**src/rtl/fifo_wptr_full.sv**
```systemverilog
// Write-domain pointer and full-flag generator for an asynchronous FIFO.
// Optional almost-full output is enabled by defining FIFO_WPTR_ALMOST_FULL_EN.
module fifo_wptr_full #(
  parameter int unsigned ADDR_WIDTH = 3
`ifdef FIFO_WPTR_ALMOST_FULL_EN
  ,
  parameter int unsigned AF_LEVEL   = 6
`endif
) (
  input  logic                  CLK,
  input  logic                  RST,
  input  logic                  W_INC,
  input  logic [ADDR_WIDTH:0]   RQ2_RPTR,
  output logic [ADDR_WIDTH-1:0] W_ADDR,
  output logic [ADDR_WIDTH:0]   W_PTR,
  output logic                  FULL
`ifdef FIFO_WPTR_ALMOST_FULL_EN
  ,
  output logic                  ALMOST_FULL
`endif
);

  localparam int unsigned PW = ADDR_WIDTH + 1;

  logic [PW-1:0] wbin_q, wbin_d;
  logic [PW-1:0] wgray_q, wgray_d;
  logic          full_q, full_d;
  logic          wr_en_c;

  // Next pointer in binary and Gray; full when the next Gray pointer is one lap ahead of the read pointer
  always_comb begin
    wr_en_c = W_INC & ~full_q;
    wbin_d  = wbin_q + PW'(wr_en_c);
    wgray_d = (wbin_d >> 1) ^ wbin_d;
    full_d  = (wgray_d == {~RQ2_RPTR[ADDR_WIDTH:ADDR_WIDTH-1], RQ2_RPTR[ADDR_WIDTH-2:0]});
  end

  always_ff @(posedge CLK) begin
    if (RST) begin
      wbin_q  <= '0;
      wgray_q <= '0;
      full_q  <= 1'b0;
    end else begin
      wbin_q  <= wbin_d;
      wgray_q <= wgray_d;
      full_q  <= full_d;
    end
  end

  assign W_ADDR = wbin_q[ADDR_WIDTH-1:0];
  assign W_PTR  = wgray_q;
  assign FULL   = full_q;

`ifdef FIFO_WPTR_ALMOST_FULL_EN
  logic [PW-1:0] rbin_c;
  logic [PW-1:0] fill_c;
  logic          afull_q, afull_d;

  // Gray-to-binary of the synchronized read pointer, then next fill level
  always_comb begin
    rbin_c[ADDR_WIDTH] = RQ2_RPTR[ADDR_WIDTH];
    for (int i = int'(ADDR_WIDTH) - 1; i >= 0; i--) begin
      rbin_c[i] = rbin_c[i+1] ^ RQ2_RPTR[i];
    end
    fill_c  = wbin_d - rbin_c;
    afull_d = (fill_c >= PW'(AF_LEVEL));
  end

  always_ff @(posedge CLK) begin
    if (RST) begin
      afull_q <= 1'b0;
    end else begin
      afull_q <= afull_d;
    end
  end

  assign ALMOST_FULL = afull_q;
`endif

endmodule

```
**config.mk**
```make
export PLATFORM = sky130hd
export DESIGN_NAME = fifo_wptr_full
export DESIGN_NICKNAME = d
export VERILOG_FILES = /design/src/rtl/fifo_wptr_full.sv
export SDC_FILE = /design/constraint.sdc
export NUM_CORES = 1
export LEC_CHECK = 0
export BUFFER_PORTS_ARGS = -buffer_cell sky130_fd_sc_hd__clkbuf_2
export CELL_PAD_IN_SITES_DETAIL_PLACEMENT = 1
export CELL_PAD_IN_SITES_GLOBAL_PLACEMENT = 2
export CORE_UTILIZATION = 27
export CTS_CLUSTER_SIZE = 14
export DETAILED_ROUTE_END_ITERATION = 6
export PLACE_DENSITY_LB_ADDON = 0.15
export SYNTH_ARGS = -nofsm -noshare
export SYNTH_HDL_FRONTEND = slang
export SYNTH_SLANG_ARGS = --single-unit
```
**constraint.sdc**
```tcl
create_clock -name CLK -period 2.35 [get_ports CLK]
set_input_delay 0.235 -clock CLK [delete_from_list [all_inputs] [get_ports CLK]]
set_output_delay 0.235 -clock CLK [all_outputs]
set_load 0.01 [all_outputs]
```
== Word level (Yosys, flattened, before mapping) ==
Index checks and enable logic that the tools add are counted.
Word-level totals
  register bits after elaboration: 9
  output and inout bits: 8
  word-level logic and storage cells: 9
  bits of input ports: 7
Cells by class
  equality and inequality tests: 1
  bitwise operators: 4
  add/sub/neg operators: 1
Operator list (number)
  4-bit by 1-bit adder with 4-bit output: 1
  4-bit equality test: 1
  3-bit by 4-bit XOR with 4-bit output: 1
  2-bit NOT: 1
  1-bit AND: 1
  1-bit NOT: 1

== Logic depth before layout (Yosys ltp) ==
Gate-level depths: netlist of the first run.
  word-level depth: 5
  gate-level depth with buffers: 6
  depth with buffers taken out: 6

== Worst setup path after synthesis of the first run ==
Ideal clock, no wire load.
  path type: register -> register
  from: reg full_q, in the netlist FULL
  to: reg full_q, in the netlist FULL
  period minus slack after synthesis: 1768 ps
  library setup time: 88 ps
  required time: 2262 ps
  stages on the path, launching flop included: 7
  setup slack: 582 ps
  arrival time: 1680 ps
  path buffers: 0
  cell sequence: dfxtp_1 nor2b_1 ha_1 ha_1 xnor3_1 xnor2_1 nor4_2
Between the ends
  longest elaborated chain between the ends: 5
RTL lines
  start, declared: line 27  | logic full_q, full_d;
  start signal, assigned: line 46  | full_q <= full_d;
  1-bit NOT: line 32  | wr_en_c = W_INC & ~full_q;
  1-bit AND: line 32
  4-bit by 1-bit adder with 4-bit output: line 33  | wbin_d = wbin_q + PW'(wr_en_c);
  via wbin_d[1]: line 25  | logic [PW-1:0] wbin_q, wbin_d;
  3-bit by 4-bit XOR with 4-bit output: line 34  | wgray_d = (wbin_d >> 1) ^ wbin_d;
  4-bit equality test: line 35  | full_d = (wgray_d == {~RQ2_RPTR[ADDR_WIDTH:ADDR_WIDTH-1], RQ2_RPTR[ADDR_WIDTH-2:0]});
The timed path passes the listed nets, and every way through them passes these cells.
A chain may end at the register's enable or synchronous reset.

== Final worst setup path of the first run ==
Same ends and word-level chain as after synthesis.

==> run_results.csv, run 1 <==
group,metric,value,unit
setup_path,worst_setup_path_end_kind,"flip-flop",
logic_synthesis,synth_area,409,um2
setup_path,reg2reg_from,"FULL",
cts,cts_tree,"done",
finish,regArea,160,um2
grt,grt_overflow,0,
timing,fmax,550,MHz
logic_synthesis,synth_edf_count,0,
die,core_area,1350,um2
logic_synthesis,synthTopCellsByArea,"dfxtp_1, xnor3_1, xnor2_1",
finish,drive_above_1_share,0.360,
logic_synthesis,synth-main-ff-cell,"dfxtp_1",
finish,diodes,0,
timing,relSlewSlack,0.855,
finish,nets,61,
timing,fin_crit_sh,0.774,
cts,clk_pin_slew,0.06,ns
setup_path,r2r_slack,0.53,ns
logic_synthesis,ys_ff_latch,8,
logic_synthesis,async_flop_share,0,
routing,drc,0,
setup_path,worstReg2RegEnd,"FULL",
setup_path,crit_type,"reg -> reg",
timing,finClkSkew,0.000395,ns
flow_run,drv_cap,0,
grt,first_global_vias,295,
routing,postRouteAntennaNets,0,
setup_path,arrival,1.99,ns
place,io_buffers,14,
place,placed_cell_area,498,um2
power_and_ir_drop,power-per-cell-area,674,nW/um2
timing,tns,0,ns
grt,grt.total_usage,0.128,
timing,setup_viol,0,
die,row_count,13,
logic_synthesis,yosysMostFrequentCell,"dfxtp_1",
cts,cts_buffer_depth,2,
cts,worstSkewPairLatency,0.25,ns
logic_synthesis,ys_types,12,
die,dieWidth,40.9,um
setup_path,worstPathRequired,2.52,ns
die,start_util,0.303,
routing,post_drt_wl_per_cell,12.1,um
logic_synthesis,yosysTopAreaCell,"dfxtp_1",
place,dp_hpwl,631,um
routing,vias,294,
timing,rsz0062_at_grt,"no",
setup_path,crit_fanout,4,
logic_synthesis,syn_inst,33,
logic_synthesis,syn_area_per_cell,12.4,um2
setup_path,start_kind,"flip-flop",
finish,fin_area,520,um2
logic_synthesis,synth_fp_nets,42,
timing,setup_slack,0.531,ns
routing,vias_per_cell,4.52,
grt,antenna_found_initial,0,
cts,cts_inserted_buffers,3,
worst_hold_path,min_from,"RST",
setup_path,r2r_cells,6,
grt,grt_max_degree,9,
place,place_ws,0.454,ns
cts,post_cts_resize_count,0,
worst_hold_path,hold_class,"in -> reg",
timing,worst_pin_slew,0.216,ns
cts,hold_buffers,0,
run_status,status,"finished, final reports clean",
grt,grt_pass1_wl,1270,um
timing,whs,0.259,ns
finish,multi_input_area,249,um2
cts,cts_setup_buffers,0,
logic_synthesis,yosysSeqAreaShare,0.391,
finish,fill_cells,161,
cts,htreeDepth,1,
worst_hold_path,hold_depth,2,
die,ios,15,
timing,layout_min_cycle_time,1.82,ns
timing,report.final.slew_viol_count,0,
logic_synthesis,yosysWarnings,0,
logic_synthesis,netlist.area_leader.share,0.391,
place,gp_congestion,0.687,
routing,first_pass_iters,1,
power_and_ir_drop,power.leakage,0.000260,uW
routing,routed_wl,785,um
die,dieArea,1670,um2
routing,first_iter_violations,0,
logic_synthesis,yosys-top-cells-count,"dfxtp_1, xnor2_1, nor2_1, nor2b_1, xnor3_1",
timing,report.final.hold_viol_count,0,
worst_hold_path,min_to,"wbin_q[0]",
power_and_ir_drop,ir_drop,155,uV
finish,area_growth,27.2,%
cts,cts-root-buf,"clkbuf_4",
die,die_h,40.9,um
cts,clock_sinks,8,
[worst max path at each step]
stage	from	end	slack, ns	depth (start not counted)
2_1_floorplan	FULL	FULL	0.58	6
3_3_place_gp	W_INC	FULL	0.51	7
3_5_place_dp	W_INC	FULL	0.45	7
4_1_cts	FULL	FULL	0.50	6
5_1_grt	FULL	FULL	0.39	6
6_report	FULL	FULL	0.53	6
[critical path: stages (launching register included)]
cell     delay, ns
dfxtp_1       0.33
nor2b_1       0.05
ha_1          0.21
ha_1          0.35
xnor3_1       0.45
xnor2_1       0.15
nor4_2        0.19
[flip-flops by register name, summed over array words and instances (netlist names)]
signal,count
wbin_q,4
FULL,1
W_PTR,3
[cell families after synthesis]
group | after synthesis | synth area share
xor+xnor | 11 | 0.373
flops | 8 | 0.391
fa+ha+maj | 2 | 0.0612
simple gates | 11 | 0.156
compound gates | 1 | 0.0184
[cells in the final DEF, fill, tap and decap left out, drive strengths merged]
master  netlist  routed
a21boi        1       1
clkbuf        0      17
dfxtp         8       8
ha            2       2
nand2b        1       1
nand3         1       1
nor2          4       4
nor2b         4       4
nor4          1       1
xnor2         5       5
xnor3         3       3
xor2          2       2
xor3          1       1
[layout make-up]
cell class | instances | area share
timing repair buffer | 14 | 0.135
clock buffer | 3 | 0.0433
sequential | 8 | 0.308
multi-input combinational | 25 | 0.478
tap | 15 | 0.0361
[per-layer routing]
metal	GRT usage	part of all wire
met1	0.128	0.43
met2	0.199	0.49
met3	0.0489	0.057
met4	0.125	0.027
met5	0	0
[through the flow]
| stage | total power, uW | std cells | util |
|---|---|---|---|
| 2_1_floorplan | 222 | 33 | - |
| 3_3_place_gp | 246 | 62 | 0.369 |
| 3_5_place_dp | 248 | 62 | 0.369 |
| 4_1_cts | 361 | 65 | 0.386 |
| 5_1_grt | 373 | 65 | 0.386 |
| 6_report | 351 | 65 | 0.386 |
[power breakdown]
part	internal [uW]	switching, uW	leakage (uW)	total, uW
sequential	147	5.76	0.0000653	153
clock	58.6	49.0	0.0000138	108
combinational	53.2	36.8	0.000181	90.0
Power figures use the tool's default switching activity.
==> inputs of run 2 (changes only) <==
==> constraint.sdc (replaced) <==
create_clock -name CLK -period 1.7 [get_ports CLK]
set_input_delay 0.17 -clock CLK [delete_from_list [all_inputs] [get_ports CLK]]
set_output_delay 0.17 -clock CLK [all_outputs]
set_load 0.01 [all_outputs]
==> run 2 against run 1 <==
  * Critical path depth is the same
  * Combinational power rose by 54%
  * Utilization grew 2.2 points
  * Register-to-register slack got worse by 0.41 ns
  * Final cell count grew 3.1%
  * Non-clock buffer count up 2
==> run_results.csv, run 2 (same netlist as run 1, synthesis figures left out) <==
group,metric,value,unit
timing,layout_min_cycle_time,1.58,ns
finish,diodes,0,
power_and_ir_drop,clockPowerShare,0.287,
routing,vias_per_cell,4.34,
finish,drive_above_1_share,0.423,
power_and_ir_drop,pwr-share-seq,0.432,
setup_path,r2r_cells,6,
flow_run,drv_cap,0,
cts,htreeDepth,1,
timing,setup_slack,0.119,ns
setup_path,crit_type,"reg -> reg",
finish,top_register,"wbin_q",
finish,finalCoreUtilization,0.408,
place,io_buffers,14,
routing,postRouteAntennaNets,0,
grt,first_global_vias,277,
cts,cts_inserted_buffers,3,
run_status,status,"finished, final reports clean",
place,dp_hpwl,642,um
finish,layout_commonest_cell,"clkbuf_2",
die,core_area,1350,um2
timing,rsz0062_at_grt,"yes",
power_and_ir_drop,power-per-cell-area,896,nW/um2
die,start_util,0.303,
timing,worst_pin_slew,0.221,ns
timing,report.final.hold_viol_count,0,
grt,grt.total_usage,0.119,
grt,grt_pass1_wl,1190,um
finish,area_growth,34.6,%
finish,final_cell_mix,"clkbuf_2, dfxtp_1, xnor2_1",
die,die_h,40.9,um
setup_path,worstPathRequired,1.86,ns
routing,vias,291,
power_and_ir_drop,power.leakage,0.000271,uW
grt,antenna_found_initial,0,
timing,relSlewSlack,0.852,
cts,clk_pin_slew,0.05,ns
timing,fin_crit_sh,0.930,
setup_path,r2r_slack,0.12,ns
routing,drc,0,
power_and_ir_drop,intPower,366,uW
place,gp_congestion,0.653,
timing,setup_viol,0,
finish,fill_cells,157,
setup_path,reg2reg_from,"FULL",
setup_path,worst_setup_path_end_kind,"flip-flop",
cts,clock_sinks,8,
die,dieArea,1670,um2
finish,multi_input_area,264,um2
cts,cts_buffer_depth,2,
routing,first_pass_iters,2,
setup_path,crit_fanout,3,
grt,grt_max_degree,9,
finish,largest_reg_flops,4,
worst_hold_path,min_from,"RST",
setup_path,arrival,1.74,ns
worst_hold_path,min_to,"W_PTR[0]",
timing,report.final.slew_viol_count,0,
worst_hold_path,hold_depth,2,
finish,regArea,160,um2
power_and_ir_drop,share_comb_of_total_power,0.281,
cts,worstSkewPairLatency,0.25,ns
power_and_ir_drop,sw_frac_of_total,0.259,
cts,hold_buffers,0,
timing,fmax,632,MHz
timing,finClkSkew,0.00286,ns
power_and_ir_drop,ir_drop,387,uV
cts,cts-root-buf,"clkbuf_4",
die,row_count,13,
setup_path,start_kind,"flip-flop",
cts,cts_tree,"done",
routing,first_iter_violations,1,
setup_path,worstReg2RegEnd,"FULL",
place,place_ws,-0.00556,ns
die,ios,15,
finish,nets,63,
power_and_ir_drop,p_sw,128,uW
routing,post_drt_wl_per_cell,11.8,um
worst_hold_path,hold_class,"in -> reg",
die,dieWidth,40.9,um
grt,grt_overflow,0,
routing,routed_wl,792,um
run 2: cell types whose count changed in the layout (fill, tap and decap cells not counted):
| cell | before | now |
|---|---|---|
| ha_1 | 2 | 0 |
| ha_2 | 0 | 1 |
| ha_4 | 0 | 1 |
| buf_4 | 0 | 2 |
run 2: routing by layer:
metal	up-vias	track usage	wire, um
met3	0	0.0326	60
met1	131	0.147	375
met4	0	0.100	0
li1	150	-	-
met5	-	0	0
met2	10	0.168	355
run 2: worst max path at each step:
stage / from / cells after the start / to
after floorplan: FULL / 6 / FULL
after global placement: W_INC / 7 / FULL
after detailed placement: FULL / 6 / FULL
after CTS: FULL / 6 / FULL
after global routing: FULL / 6 / FULL
final: FULL / 6 / FULL
run 2: metrics by stage:
stage          std cells  cell area, um2  hold slack [ns]  setup TNS, ns  power (uW)
2_1_floorplan         33             409            0.242              0         302
3_3_place_gp          63             505            0.459      -0.000427         343
3_5_place_dp          63             505            0.459       -0.00556         346
4_1_cts               67             541            0.193              0         497
5_1_grt               67             551            0.201        -0.0144         525
6_report              67             551            0.193              0         493
run 2: power by group through the flow:
stage / clock network (uW) / logic, uW / registers (uW)
2_1_floorplan: 0 / 78.9 / 223
3_5_place_dp: 0 / 130 / 216
4_1_cts: 149 / 136 / 212
6_report: 142 / 139 / 213
3_3_place_gp: 0 / 128 / 215
5_1_grt: 157 / 152 / 215
run 2: final cells by class:
cell class / instances / share of cell area
multi-input cells: 25 / 0.480
flip-flops and latches: 8 / 0.291
repair buffers: 16 / 0.155
clock buffers: 3 / 0.0409
well taps: 15 / 0.0341
run 2: repair_timing:
action                                  CTS  global route
gates resized for setup                   2             1
setup buffers                             1             0
endpoints found under the setup margin    1             1
pin swaps                                 1             3
run 2: worst max-delay path, cell delays in order (launching register included):
cell and delay [ns]:
dfxtp_1 0.31, nor2b_1 0.11, ha_2 0.21, ha_4 0.16, xnor3_1 0.34, xnor2_1 0.16
nor4_2 0.20
